`config.mk`:
```
export PLATFORM = sky130hd
export DESIGN_NAME = sha1_msg_sched
export DESIGN_NICKNAME = d
export VERILOG_FILES = /design/src/rtl/sha1_sched_pkg.sv /design/src/rtl/sha1_pad_word.sv /design/src/rtl/sha1_msg_sched.sv
export SDC_FILE = /design/constraint.sdc
export NUM_CORES = 1
export LEC_CHECK = 0
export CAP_MARGIN = 20
export CORE_MARGIN = 5
export CORE_UTILIZATION = 54
export DETAILED_ROUTE_END_ITERATION = 16
export MAX_ROUTING_LAYER = met4
export PLACE_DENSITY = 0.82
export SLEW_MARGIN = 40
export SYNTH_ARGS = -nofsm -noshare
export SYNTH_HDL_FRONTEND = slang
export SYNTH_SLANG_ARGS = --single-unit
```
`constraint.sdc`:
```
create_clock -name wb_clk_i -period 3.98 [get_ports wb_clk_i]
set_input_delay 0.995 -clock wb_clk_i [delete_from_list [all_inputs] [get_ports wb_clk_i]]
set_output_delay 0.995 -clock wb_clk_i [all_outputs]
set_load 0.1 [all_outputs]
```
`src/rtl/sha1_sched_pkg.sv`:
```
// Shared types and constants for the SHA-1 message scheduler.
package sha1_sched_pkg;

  typedef enum logic [2:0] {
    S_IDLE,
    S_LOAD,
    S_PAD,
    S_LEN,
    S_FIRE,
    S_WAIT,
    S_DONE
  } state_t;

  localparam logic [31:0] PAD_MARKER  = 32'h8000_0000;
  localparam logic [3:0]  LEN_SLOT_HI = 4'd14;
  localparam logic [3:0]  LEN_SLOT_LO = 4'd15;

endpackage

```
`src/rtl/sha1_pad_word.sv`:
```
// Final-word shaping: keeps the valid leading bytes, inserts the 0x80 marker
// right after them and zeroes the rest. last_bytes == 0 means a full word.
module sha1_pad_word
  import sha1_sched_pkg::*;
(
  input  logic [31:0] data,
  input  logic [1:0]  last_bytes,
  output logic [31:0] word
);

  genvar gi;
  generate
    for (gi = 0; gi < 4; gi++) begin : g_lane
      localparam int HI = 31 - 8 * gi;
      assign word[HI -: 8] = (last_bytes == 2'd0 || 2'(gi) < last_bytes) ? data[HI -: 8] :
                             (2'(gi) == last_bytes)                      ? PAD_MARKER[31:24] :
                                                                           8'h00;
    end
  endgenerate

endmodule

```
`src/rtl/sha1_msg_sched.sv`:
```
// SHA-1 message scheduler: streams words into core W slots, pads, appends the
// bit length and sequences core blocks. Optional watchdog: SHA1_SCHED_WDOG_EN.
module sha1_msg_sched
  import sha1_sched_pkg::*;
#(
  parameter int LEN_W   = 64,
  parameter int TIMEOUT = 4096
) (
  input  logic        wb_clk_i,
  input  logic        wb_rst_i,
  input  logic        start,
  input  logic        empty_msg,
  input  logic [31:0] msg_data,
  input  logic        msg_valid,
  input  logic        msg_last,
  input  logic [1:0]  msg_last_bytes,
  output logic        msg_ready,
  output logic        core_we,
  output logic [3:0]  core_widx,
  output logic [31:0] core_wdata,
  output logic        core_start,
  output logic        core_init,
  input  logic        core_done,
  output logic        busy,
  output logic        done,
  output logic        irq,
  output logic        error,
  output logic [15:0] block_count
);

  state_t           state_reg, state_next;
  logic [3:0]       widx_reg, widx_next;
  logic [LEN_W-1:0] len_reg, len_next;
  logic             first_reg, first_next;
  logic             marker_reg, marker_next;   // 0x80 marker already written
  logic             msg_end_reg, msg_end_next; // no more message words to come
  logic             len_done_reg, len_done_next;
  logic [15:0]      blk_cnt_reg, blk_cnt_next;
  logic             done_reg, done_next;
  logic             irq_reg, irq_next;
  logic             error_reg, error_next;

  logic [31:0]      pad_word;
  logic [63:0]      len_field;
  logic [LEN_W-1:0] add_bits;
  logic             wd_fire;

  sha1_pad_word u_pad_word (
    .data       (msg_data),
    .last_bytes (msg_last_bytes),
    .word       (pad_word)
  );

  assign len_field = 64'(len_reg);
  assign add_bits  = (msg_last && msg_last_bytes != 2'd0) ? LEN_W'({msg_last_bytes, 3'b000})
                                                          : LEN_W'(6'd32);

`ifdef SHA1_SCHED_WDOG_EN
  localparam int WD_W = $clog2(TIMEOUT + 1);
  logic [WD_W-1:0] wd_cnt_reg;

  // Counts cycles since core_start, so the timeout lands TIMEOUT cycles after it.
  always_ff @(posedge wb_clk_i) begin
    if (wb_rst_i || state_reg != S_WAIT) wd_cnt_reg <= WD_W'(1);
    else                                 wd_cnt_reg <= wd_cnt_reg + WD_W'(1);
  end

  assign wd_fire = (state_reg == S_WAIT) && !core_done && (wd_cnt_reg == WD_W'(TIMEOUT - 1));
`else
  logic unused_timeout;
  assign unused_timeout = (TIMEOUT == 0);
  assign wd_fire        = 1'b0;
`endif

  always_comb begin
    state_next    = state_reg;
    widx_next     = widx_reg;
    len_next      = len_reg;
    first_next    = first_reg;
    marker_next   = marker_reg;
    msg_end_next  = msg_end_reg;
    len_done_next = len_done_reg;
    blk_cnt_next  = blk_cnt_reg;
    done_next     = done_reg;
    irq_next      = 1'b0;
    error_next    = error_reg;
    msg_ready     = 1'b0;
    core_we       = 1'b0;
    core_wdata    = 32'h0;
    core_start    = 1'b0;
    core_init     = 1'b0;

    case (state_reg)
      S_IDLE, S_DONE: begin
        if (start) begin
          widx_next     = 4'd0;
          len_next      = '0;
          first_next    = 1'b1;
          marker_next   = 1'b0;
          msg_end_next  = empty_msg;
          len_done_next = 1'b0;
          blk_cnt_next  = 16'd0;
          done_next     = 1'b0;
          error_next    = 1'b0;
          state_next    = empty_msg ? S_PAD : S_LOAD;
        end
      end
      S_LOAD: begin
        msg_ready = 1'b1;
        if (msg_valid) begin
          core_we    = 1'b1;
          core_wdata = msg_last ? pad_word : msg_data;
          len_next   = len_reg + add_bits;
          widx_next  = widx_reg + 4'd1;
          if (msg_last) begin
            msg_end_next = 1'b1;
            marker_next  = (msg_last_bytes != 2'd0);
          end
          if (widx_reg == LEN_SLOT_LO)
            state_next = S_FIRE;
          else if (msg_last)
            state_next = (msg_last_bytes != 2'd0 && widx_reg == LEN_SLOT_HI - 4'd1) ? S_LEN : S_PAD;
        end
      end
      S_PAD: begin
        core_we     = 1'b1;
        core_wdata  = marker_reg ? 32'h0 : PAD_MARKER;
        marker_next = 1'b1;
        widx_next   = widx_reg + 4'd1;
        // A marker in slot 14/15 leaves no room for the length: fill and chain.
        if (widx_reg == LEN_SLOT_LO)              state_next = S_FIRE;
        else if (widx_reg == LEN_SLOT_HI - 4'd1)  state_next = S_LEN;
      end
      S_LEN: begin
        core_we    = 1'b1;
        core_wdata = (widx_reg == LEN_SLOT_HI) ? len_field[63:32] : len_field[31:0];
        widx_next  = widx_reg + 4'd1;
        if (widx_reg == LEN_SLOT_LO) begin
          len_done_next = 1'b1;
          state_next    = S_FIRE;
        end
      end
      S_FIRE: begin
        core_start   = 1'b1;
        core_init    = first_reg;
        first_next   = 1'b0;
        blk_cnt_next = (blk_cnt_reg == 16'hFFFF) ? blk_cnt_reg : blk_cnt_reg + 16'd1;
        state_next   = S_WAIT;
      end
      S_WAIT: begin
        if (core_done) begin
          if (!msg_end_reg) begin
            state_next = S_LOAD;
          end else if (len_done_reg) begin
            done_next  = 1'b1;
            irq_next   = 1'b1;
            state_next = S_DONE;
          end else begin
            state_next = S_PAD;
          end
        end else if (wd_fire) begin
          error_next = 1'b1;
          irq_next   = 1'b1;
          state_next = S_IDLE;
        end
      end
      default: state_next = S_IDLE;
    endcase
  end

  always_ff @(posedge wb_clk_i) begin
    if (wb_rst_i) begin
      state_reg    <= S_IDLE;
      widx_reg     <= 4'd0;
      len_reg      <= '0;
      first_reg    <= 1'b0;
      marker_reg   <= 1'b0;
      msg_end_reg  <= 1'b0;
      len_done_reg <= 1'b0;
      blk_cnt_reg  <= 16'd0;
      done_reg     <= 1'b0;
      irq_reg      <= 1'b0;
      error_reg    <= 1'b0;
    end else begin
      state_reg    <= state_next;
      widx_reg     <= widx_next;
      len_reg      <= len_next;
      first_reg    <= first_next;
      marker_reg   <= marker_next;
      msg_end_reg  <= msg_end_next;
      len_done_reg <= len_done_next;
      blk_cnt_reg  <= blk_cnt_next;
      done_reg     <= done_next;
      irq_reg      <= irq_next;
      error_reg    <= error_next;
    end
  end

  assign core_widx   = widx_reg;
  assign busy        = (state_reg != S_IDLE) && (state_reg != S_DONE);
  assign done        = done_reg;
  assign irq         = irq_reg;
  assign error       = error_reg;
  assign block_count = blk_cnt_reg;

endmodule
```
Word level (Yosys, flattened, before mapping)

Cells that the tools add are included.

Register bits: 93
Bits of input ports: 41
Output and inout bits: 60
Word-level logic and storage cells: 131

$add $sub $neg: 3
$lt $le $gt $ge: 4
Equality and inequality tests: 24
Multiplexer cells: 58
Bitwise gates (word level): 3
Reductions and logical operators: 29

Operators by type and width:

| cell                                                             | number |
|---|---|
| 32-bit 2-to-1 mux                                                | 4 |
| 64-bit 2-to-1 mux                                                | 2 |
| 64-bit one-hot mux with 2 select lines                           | 1 |
| 32-bit one-hot mux with 3 select lines                           | 1 |
| 64-bit by 6-bit adder with 64-bit output                         | 1 |
| 8-bit 2-to-1 mux                                                 | 8 |
| 16-bit 2-to-1 mux                                                | 2 |
| 16-bit one-hot mux with 2 select lines                           | 1 |
| 3-bit 2-to-1 mux                                                 | 10 |
| 3-bit one-hot mux with 6 select lines                            | 1 |
| 1-bit 2-to-1 mux                                                 | 17 |
| 16-bit by 1-bit adder with 16-bit output (second input constant) | 1 |
| 16-bit equality test (second input constant)                     | 1 |
| 2-bit inequality test (second input constant)                    | 8 |
| 4-bit equality test (second input constant)                      | 3 |
| 4-bit one-hot mux with 3 select lines                            | 1 |
| 3-bit AND reduction                                              | 4 |
| 1-bit one-hot mux with 2 select lines                            | 5 |
| 2-bit nonzero test                                               | 5 |
| 3-bit equality test (second input constant)                      | 3 |
| 3-bit inequality test (second input constant)                    | 3 |
| 3-bit nonzero test                                               | 3 |
| 4-bit 2-to-1 mux                                                 | 2 |
| 4-bit AND reduction                                              | 2 |
| 20 further kinds                                                 | 32 |

Depth between registers and ports, before layout

Gate-level depths: netlist (run 1).

Depth in word-level cells: 7
Depth in mapped cells: 13
Mapped depth without buffers: 12

Hierarchy

Synthesis (run 1) repeated with hierarchy kept, for this count alone.

Cell total of the unflattened synthesis: 801
Area, all modules: 6447.4 sq um

By module, submodules not included:

| module         | instances | cells each | area an instance (sq um) | seq. area each (sq um) |
|---|---|---|---|---|
| sha1_msg_sched | 1         | 763        | 6142.1                   | 1801.7 |
| sha1_pad_word  | 1         | 38         | 305.3                    | 0.0 |

Worst setup path before layout (run 1)

Ideal clock, no wire load.

Kind: register to output
Start point: register widx_reg[1] (netlist: core_widx[1])
End point: output core_wdata[4]
Data arrival time: 3.560 ns
Data required time: 2.985 ns
Setup slack: -0.575 ns
Cell stages (with the launch flop): 9
Buffers on the path: 2
Cell sequence: dfxtp_1 -> ha_1 -> and3_1 -> clkbuf_1 -> clkbuf_1 -> nand2_1 -> a21oi_1 -> a21oi_1 -> nor2_1

Longest elaborated chain between the ends: 3

RTL lines:

| element                                | line                  | RTL |
|---|---|---|
| from (decl)                            | sha1_msg_sched.sv:32  | `logic [3:0] widx_reg, widx_next;` |
| from (signal assigned)                 | sha1_msg_sched.sv:186 | `widx_reg <= widx_next;` |
| 4-bit equality test                    | sha1_msg_sched.sv:136 | `core_wdata = (widx_reg == LEN_SLOT_HI) ? len_field[63:32] : len_field[31:0];` |
| 32-bit 2-to-1 mux                      | sha1_msg_sched.sv:136 |  |
| 32-bit one-hot mux with 3 select lines | sha1_msg_sched.sv:93  | `case (state_reg)` |
| to (decl)                              | sha1_msg_sched.sv:20  | `output logic [31:0] core_wdata,` |

Every way passes these cells.

Worst setup path after layout (run 1)

Start point: input msg_last_bytes[1]
End point: output core_wdata[6]

Longest elaborated chain between the ends: 6

RTL lines:

| element                                                        | line                  | RTL |
|---|---|---|
| from (decl)                                                    | sha1_msg_sched.sv:16  | `input logic [1:0] msg_last_bytes,` |
| 2-bit < comparator / 2-bit logical NOT (equally long branches) | sha1_pad_word.sv:15   | `assign word[HI -: 8] = (last_bytes == 2'd0 \|\| 2'(gi) < last_bytes) ? data[HI -: 8] :` |
| 1-bit logical OR *                                             | sha1_pad_word.sv:15   |  |
| 8-bit 2-to-1 mux *                                             | sha1_pad_word.sv:15   |  |
| 32-bit 2-to-1 mux *                                            | sha1_msg_sched.sv:112 | `core_wdata = msg_last ? pad_word : msg_data;` |
| 32-bit 2-to-1 mux *                                            | sha1_msg_sched.sv:110 | `if (msg_valid) begin` |
| 32-bit one-hot mux with 3 select lines *                       | sha1_msg_sched.sv:93  |  |

Mark *: on every way between the ends. The rest lies on a longest branch, timed or not.

==> results of run 1 <==
[cells by family after synthesis]
group                      share of synthesized area [%]
buffers and inverters                               4.51
xor gates and xnor gates                            3.11
and+or+nand+nor                                     33.2
AOI/OAI and AO/OA                                   22.2
muxes                                               1.47
other                                             0.0666
adders and majority gates                           3.42
DFF                                                 32.0
[synthesized netlist by cell type (8+ instances only)]
master | number | share of area (%)
sky130_fd_sc_hd__and3_1 | 12 | 1.3
sky130_fd_sc_hd__nor4_1 | 8 | 0.89
sky130_fd_sc_hd__ha_1 | 13 | 2.9
sky130_fd_sc_hd__a21oi_1 | 134 | 12
sky130_fd_sc_hd__xor2_1 | 12 | 1.9
sky130_fd_sc_hd__nand3_1 | 29 | 2.6
sky130_fd_sc_hd__nand4_1 | 27 | 3.0
sky130_fd_sc_hd__xnor2_1 | 8 | 1.2
sky130_fd_sc_hd__o21ai_0 | 34 | 3.0
sky130_fd_sc_hd__clkbuf_1 | 38 | 2.5
sky130_fd_sc_hd__nor2_1 | 75 | 5.0
sky130_fd_sc_hd__nand2_1 | 108 | 7.2
sky130_fd_sc_hd__or3_1 | 32 | 3.6
sky130_fd_sc_hd__inv_1 | 21 | 1.4
sky130_fd_sc_hd__o31ai_1 | 21 | 2.8
sky130_fd_sc_hd__dfxtp_1 | 90 | 32
sky130_fd_sc_hd__or4_1 | 27 | 3.6
[power breakdown]
| group | switching [W] | leakage (nW) | total (W) | internal, W |
|---|---|---|---|---|
| clock | 0.000340 | 0.104 | 0.000652 | 0.000313 |
| sequential | 0.0000347 | 0.726 | 0.000958 | 0.000923 |
| combinational | 0.000860 | 1.53 | 0.00123 | 0.000369 |
| total | 0.00123 | 2.36 | 0.00284 | 0.00160 |
[through the flow]
stage                     TNS, ns  cell area, sq um
after floorplan             -4.51              5740
after global placement          0              7310
after detailed placement        0              7200
after CTS                       0              7410
after global routing            0              7410
final                           0              7410
[placed cells by master (no fill, tap or decap), types with 4 or more instances in the layout]
cell type	netlist	final
sky130_fd_sc_hd__a21oi_1	134	133
sky130_fd_sc_hd__a22oi_1	5	5
sky130_fd_sc_hd__and3_1	12	12
sky130_fd_sc_hd__and4_1	4	4
sky130_fd_sc_hd__buf_12	0	34
sky130_fd_sc_hd__buf_2	2	22
sky130_fd_sc_hd__buf_4	1	35
sky130_fd_sc_hd__clkbuf_8	0	10
sky130_fd_sc_hd__clkdlybuf4s50_1	0	40
sky130_fd_sc_hd__dfxtp_1	90	90
sky130_fd_sc_hd__ha_1	13	13
sky130_fd_sc_hd__inv_1	21	21
sky130_fd_sc_hd__mux2i_1	6	6
sky130_fd_sc_hd__nand2_1	108	107
sky130_fd_sc_hd__nand2b_1	6	6
sky130_fd_sc_hd__nand3_1	29	29
sky130_fd_sc_hd__nand4_1	27	27
sky130_fd_sc_hd__nor2_1	75	52
sky130_fd_sc_hd__nor2_2	0	11
sky130_fd_sc_hd__nor2_4	0	12
sky130_fd_sc_hd__nor2b_1	6	6
sky130_fd_sc_hd__nor3_1	4	4
sky130_fd_sc_hd__nor4_1	8	8
sky130_fd_sc_hd__o21ai_0	34	34
sky130_fd_sc_hd__o31ai_1	21	21
sky130_fd_sc_hd__or3_1	32	32
sky130_fd_sc_hd__or4_1	27	27
sky130_fd_sc_hd__xnor2_1	8	8
sky130_fd_sc_hd__xor2_1	12	12
[routing by layer]
layer | global-route usage, % | wire length (microns)
met4 | 11.9 | 582
met1 | 36.5 | 7370
met2 | 47.9 | 8650
met3 | 4.74 | 1660
met5 | - | 0
[worst register-to-register path, delay by kind of cell, from the launching register on]
family / cells / cell delay (ns)
and+or+nand+nor: 4 / 2.28
DFF: 1 / 0.47
AOI/OAI and AO/OA: 1 / 0.17
[worst paths after layout]
check | start | slack (ns) | end
worst max register to register | len_field[18] | 1.00 | len_field[42]
worst min register to register | marker_reg | 0.48 | marker_reg
worst max-delay path | msg_last_bytes[1] | 0.11 | core_wdata[6]
worst min-delay path | marker_reg | 0.48 | marker_reg
[area by class of cell]
class	count	area [sq um]	share of cell area (%)
repair buffers	131	1450	19.6
inverters	22	82.6	1.11
clock inverters	5	61.3	0.828
well taps	136	170	2.30
multi-input cells	626	3700	49.9
flip-flops and latches	90	1800	24.3
clock buffers	11	141	1.91
[what timing repair did]
action                     CTS  global route
hold buffers                 0             0
resized for setup            0             1
setup endpoints to repair    0             1
==> results list, run 1 <==
- STA classifies the critical path endpoint as an output port.
- Leakage power summed over all cells: 2.36 nW
- Detailed routing inserted a total of 6467 vias.
- Across the run, the number of max-cap violations was 0.
- The max-slew violation total from the final report came to 0.
- Buffer depth of the longest clock path: 2
- Period utilization: 97.2%
* Drt total wl: 18300 microns
- Arrival @ worst endpoint: 2.87 ns
- The first global-routing pass estimated 30200 microns of wire.
- Counting the fill cells in the layout gives 817.
- The later pin in the worst-skew pair is clocked with a latency of 0.37 ns.
- Number of enable flip-flop cells after synthesis: 0
- In this run the standard cell core region covers 10200 sq um.
- Entering global routing, the biggest net connects 32 pins.
* Clock tree from TritonCTS: yes
- Share of the core filled with cells: 72.4%
* Layout cells sized above 1: 16.6%
- Post-synth design cell area: 5630 sq um
- In this run, placement finished with an instance count of 1005.
- Sequential elements use 32.0% of the synthesized area.
* Critical Setup Path Class: input pin to output port
* Routed vias/inst: 6.33
- Number of buffers and inverters on the critical path: 6
- The cell count after synthesis came out at 782.
- Run status: complete, no violations
- Syn_nets: 837
- Across every metal layer, demand over resource in global routing totals 29.4%.
- Measured against its own limit, the worst slew margin works out to 45.7%.
- Starting density of the core: 55.0%
* CP max FO: 6
- The number of global-route vias before repair is 6167.
- Cell-by-cell trace of the critical path: clkdlybuf4s50_1 > inv_1 > ha_1 > inv_1 > buf_4 > a21oi_1 > buf_4 > a21oi_1 > nor2_1 > buf_12
* Setup ws final: 0.110 ns
- Summing internal, switching and leakage power gives 0.00284 W.
- Summed over all layers, the global routing overflow is 0.
- For this design, the slowest cell found on the critical path is sky130_fd_sc_hd__clkdlybuf4s50_1.
* Sort of element at the start of the critical path: input pin
- For the finished layout, the period the worst path requires is 3.87 ns.
- Number of setup violations in the final report: 0
- The die is 112 microns wide.
- TritonCTS created 9 clock buffers.
- Clock Sinks: 90
- Max VDD drop: 0.448 mV
- Least-Margin Pin Slew: 0.809 ns
- Skew final: 0.00963 ns
* Family with the most delay on the worst path: buffers and inverters
* Clk slew on worst S/H paths: 0.09 ns
- Count of routing violations after the opening detailed-route iteration: 778
- The register with the most flip-flops in the layout has 61 of them.
* Final antenna-violating net count: 0
- Based on the critical path, the design can be clocked at up to 258 MHz.
- Dividing total power by cell area gives a power density of 383 nW/um^2.
- Weighted congestion reported at the end of routability-driven placement: 0.986
- Final hold viol count: 0
- Yosys warnings: 0
- The floorplan step set the die height to 112 microns.
- After synthesis, the netlist uses 62 different library cells.
- The path class of the tightest hold or removal check is flop to flop.
- # rows: 37
- At the placement stage, the worst setup path has a slack of 0.0700 ns.
- Top FF cell, synth: sky130_fd_sc_hd__dfxtp_1
- Pin placement for this block handled 101 I/O pins.
- The worst hold path passes through 2 cells.
* Worst hold slack: 0.476 ns
- Critical path depth in cells: 10
- Worst Reg2Reg Path Length in Cells: 5
- Required time at the endpoint of the critical path: 2.98 ns
* Number of nets at the end of the flow: 935
- DRC violations left: 0
* Initial antenna violation count: 0
* Async set-or-reset flop fraction in the synthesized netlist: 0%
- Count of placed standard cells in the final layout, fillers left out: 1021
- In this run the tool buffered the top-level ports with 99 buffer cells.
- Drt pass-1 iters: 6
- Maximum level of the CTS H-tree: 3
* Count of buffers added by post-CTS timing repair for setup: 0
- WL/cell: 17.9 microns
- Clock tree synthesis selected as its root buffer the cell sky130_fd_sc_hd__clkbuf_8.
- Half-perimeter wire length after placement: 13600 microns
* Largest incremental delay on the critical path: 0.45 ns
- Yosys reg bits: 90
- RSZ-0062 raised after global routing: false
- The die covers 12600 sq um.
- Average cell area after synthesis: 7.20 sq um
- Total inserted antenna cells: 0
- Growth of design area from synthesis to finish: 31.6%
No activity file was read; power rests on OpenSTA's default activity.
==> run 2: changes to the inputs <==
Settings changed: PLACE_DENSITY 0.82 to unset, PLACE_DENSITY_LB_ADDON set to 0.3.
==> results list, run 2 (synthesized netlist as in run 1, its figures left out) <==
* Run status: complete, no violations (unchanged)
- # rows: 37 (unchanged)
- The class of the tightest hold or removal check is flop to flop (unchanged).
- The number of nets at the end of the flow is 932 (was 935).
- The reg2reg setup slack was 0.90 ns (was 1.00 ns).
- The DRC marker count from the first detailed-route iteration is 581 (was 778).
- Vias post-DR: 6509 (was 6467)
- Chip height: 112 microns (unchanged)
* RSZ-0062 raised after global routing: false (unchanged)
* Global routing usage summed across all routing layers: 30.3% (was 29.4%)
- The number of port buffers came to 99 (unchanged).
* Min cycle time layout: 3.85 ns (was 3.87 ns)
* Startpoint of the worst register-to-register path: len_field[18] (unchanged)
- The half-perimeter wire length of the detailed placement result was 14200 microns (was 13600 microns).
- Global-route wire length before repair: 30800 microns (was 30200 microns)
- Hold Path End: done (was marker_reg)
- Least-Margin Pin Slew: 0.846 ns (was 0.809 ns)
* Skew-Pair Late Insertion Delay: 0.38 ns (was 0.37 ns)
- Arrival @ worst endpoint: 2.85 ns (was 2.87 ns)
- Largest register FFs: 61 (unchanged)
* Critical Setup Path Class: input pin to output port (unchanged)
- The max-slew violation total from the final report came to 0 (unchanged).
- The quantity of hold-fixing buffers added after cts was 0 (unchanged).
* Buffer depth of the longest clock path: 2 (unchanged)
- Max Clock Freq: 260 MHz (was 258 MHz)
* Number of setup violations in the final report: 0 (unchanged)
- The relative slew slack was 43.6% (was 45.7%).
* Cell-by-cell trace of the critical path: clkdlybuf4s50_1 > inv_1 > ha_1 > inv_1 > nand2_1 > mux2_2 > a21oi_1 > nor2_4 > buf_12 (was clkdlybuf4s50_1 > inv_1 > ha_1 > inv_1 > buf_4 > a21oi_1 > buf_4 > a21oi_1 > nor2_1 > buf_12)
* Pin count of the biggest net entering global routing: 32 (unchanged)
- Worst Reg2Reg Path Length in Cells: 5 (unchanged)
- The endpoint of the worst register-to-register path is len_field[38] (was len_field[42]).
- The critical-path maximum fanout was 4 (was 6).
* Chip width: 112 microns (unchanged)
- The element type at the critical path start is an input pin (unchanged).
- The starting density of the core is 55.0% (unchanged).
* Clock Sinks: 90 (unchanged)
- The detailed-route DRC error count was 0 (unchanged).
- The delay of the slowest critical-path stage is 0.52 ns (was 0.45 ns).
- Num ports: 101 (unchanged)
* Max capacitance violation total: 0 (unchanged)
- Vias in the first global route: 6130 (was 6167)
* Skew final: 0.0118 ns (was 0.00963 ns)
* Routed vias/inst: 6.39 (was 6.33)
- The power consumption came to 0.00278 W (was 0.00284 W).
- The summed negative setup slack over all endpoints came to 0 ns (unchanged).
* Max VDD drop: 0.451 mV (was 0.448 mV)
- The standard cell area after detailed placement was 7180 sq um (was 7200 sq um).
- Critical path capture point type: output port (unchanged)
- Post-Layout Inst Area: 7370 sq um (was 7410 sq um)
* Final antenna-violating net count: 0 (unchanged)
- The routability congestion estimate was 0.948 (was 0.986).
* Clock root buffer: sky130_fd_sc_hd__clkbuf_8 (unchanged)
* Core area: 10200 sq um (unchanged)
* Startpoint of the most critical hold path: done (was marker_reg)
- Drt total wl: 18900 microns (was 18300 microns)
* Maximum level of the CTS H-tree: 3 (unchanged)
* Critical-path top delay cell: sky130_fd_sc_hd__clkdlybuf4s50_1 (unchanged)
* Power density relative to cell area: 378 nW/um^2 (was 383 nW/um^2)
- The cell depth of the worst min-delay path was 2 (unchanged).
- The most numerous cell type found on the critical path is sky130_fd_sc_hd__inv_1.
- The count of TritonRoute iterations in the first routing pass is 7 (was 6).
- The final cycle utilization of the critical path came to 96.7% (was 97.2%).
* Most common cell after layout, fill and taps aside: sky130_fd_sc_hd__a21oi_1 (unchanged)
- Initial antenna violation count: 0 (unchanged)
- Required time at the endpoint of the critical path: 2.98 ns (about the same)
* Leakage power summed over all cells: 2.35 nW (was 2.36 nW)
- The total die area came to 12600 sq um (unchanged).
- Final-layout fill cell count: 847 (was 817)
- Count of buffers added by post-CTS timing repair for setup: 0 (unchanged)
- Final hold viol count: 0 (unchanged)
- The routed length per instance came to 18.6 microns (was 17.9 microns).
* Growth of design area from synthesis to finish: 30.9% (was 31.6%)
- Clock tree from TritonCTS: yes (unchanged)
* Total inserted antenna cells: 0 (unchanged)
- Clk slew on worst S/H paths: 0.09 ns (about the same)
* Layout cells sized above 1: 16.2% (was 16.6%)
- Commonest cells after routing, fill and taps aside: sky130_fd_sc_hd__a21oi_1 (134), sky130_fd_sc_hd__nand2_1 (107), sky130_fd_sc_hd__dfxtp_1 (90) (was sky130_fd_sc_hd__a21oi_1 (133), sky130_fd_sc_hd__nand2_1 (107), sky130_fd_sc_hd__dfxtp_1 (90))
- The total global routing overflow came to 0 (unchanged).
- The count of instances resized after the clock tree is built is 0 (unchanged).
- Number of clock buffers inserted by TritonCTS: 9 (unchanged)
[run 2: report_power, final]
part / switching [W] / internal [W] / leakage [nW]
Clock: 0.000365 / 0.000235 / 0.0888
Combinational: 0.000858 / 0.000359 / 1.54
Sequential: 0.0000439 / 0.000923 / 0.726
[run 2: critical path: cells and delay by family]
family                     cells  cell delay [ns]
AOI/OAI and AO/OA              1             0.25
adders and majority gates      1             0.20
buffers and inverters          4             0.89
muxes                          1             0.32
and+or+nand+nor                2             0.20
[run 2: cell type report]
class,instances,area (sq um),share of cell area [%]
clock buffer,10,128,1.73
clock inverter,6,50.0,0.679
inverter,22,82.6,1.12
multi-input combinational,626,3700,50.3
sequential,90,1800,24.5
tap,136,170,2.31
timing repair buffer,128,1430,19.4
[run 2: worst max-delay path by stage]
| stage | from | to | slack, ns | cells after the start |
|---|---|---|---|---|
| floorplan | state_reg[1] | core_wdata[0] | -0.33 | 8 |
| global placement | msg_last_bytes[1] | len_field[29] | 0.14 | 13 |
| detailed placement | msg_last_bytes[1] | len_field[25] | -0.07 | 13 |
| CTS | msg_last_bytes[1] | core_wdata[22] | 0.14 | 8 |
| global route | msg_last_bytes[1] | core_wdata[2] | 0.03 | 9 |
| finish | msg_last_bytes[1] | core_wdata[7] | 0.13 | 9 |
[run 2: per-layer routing]
layer	share of wire (%)	wire length (microns)	vias to the layer above	GRT usage, %
met5	0	0	-	-
met4	3.1	581	0	10.5
met3	9.6	1810	46	6.15
met2	47	8930	361	48.5
met1	40	7580	3064	38.1
li1	-	-	3038	-
[run 2: metrics by stage]
stage	worst slack (ns)	hold WS, ns	utilization, %	instances
after floorplan	-0.331	0.432	-	782
after global placement	0.144	0.439	71.2	1002
after detailed placement	-0.0690	0.453	70.1	1002
after CTS	0.137	0.466	71.9	1018
after global routing	0.0335	0.497	72.0	1018
final	0.131	0.461	72.0	1018
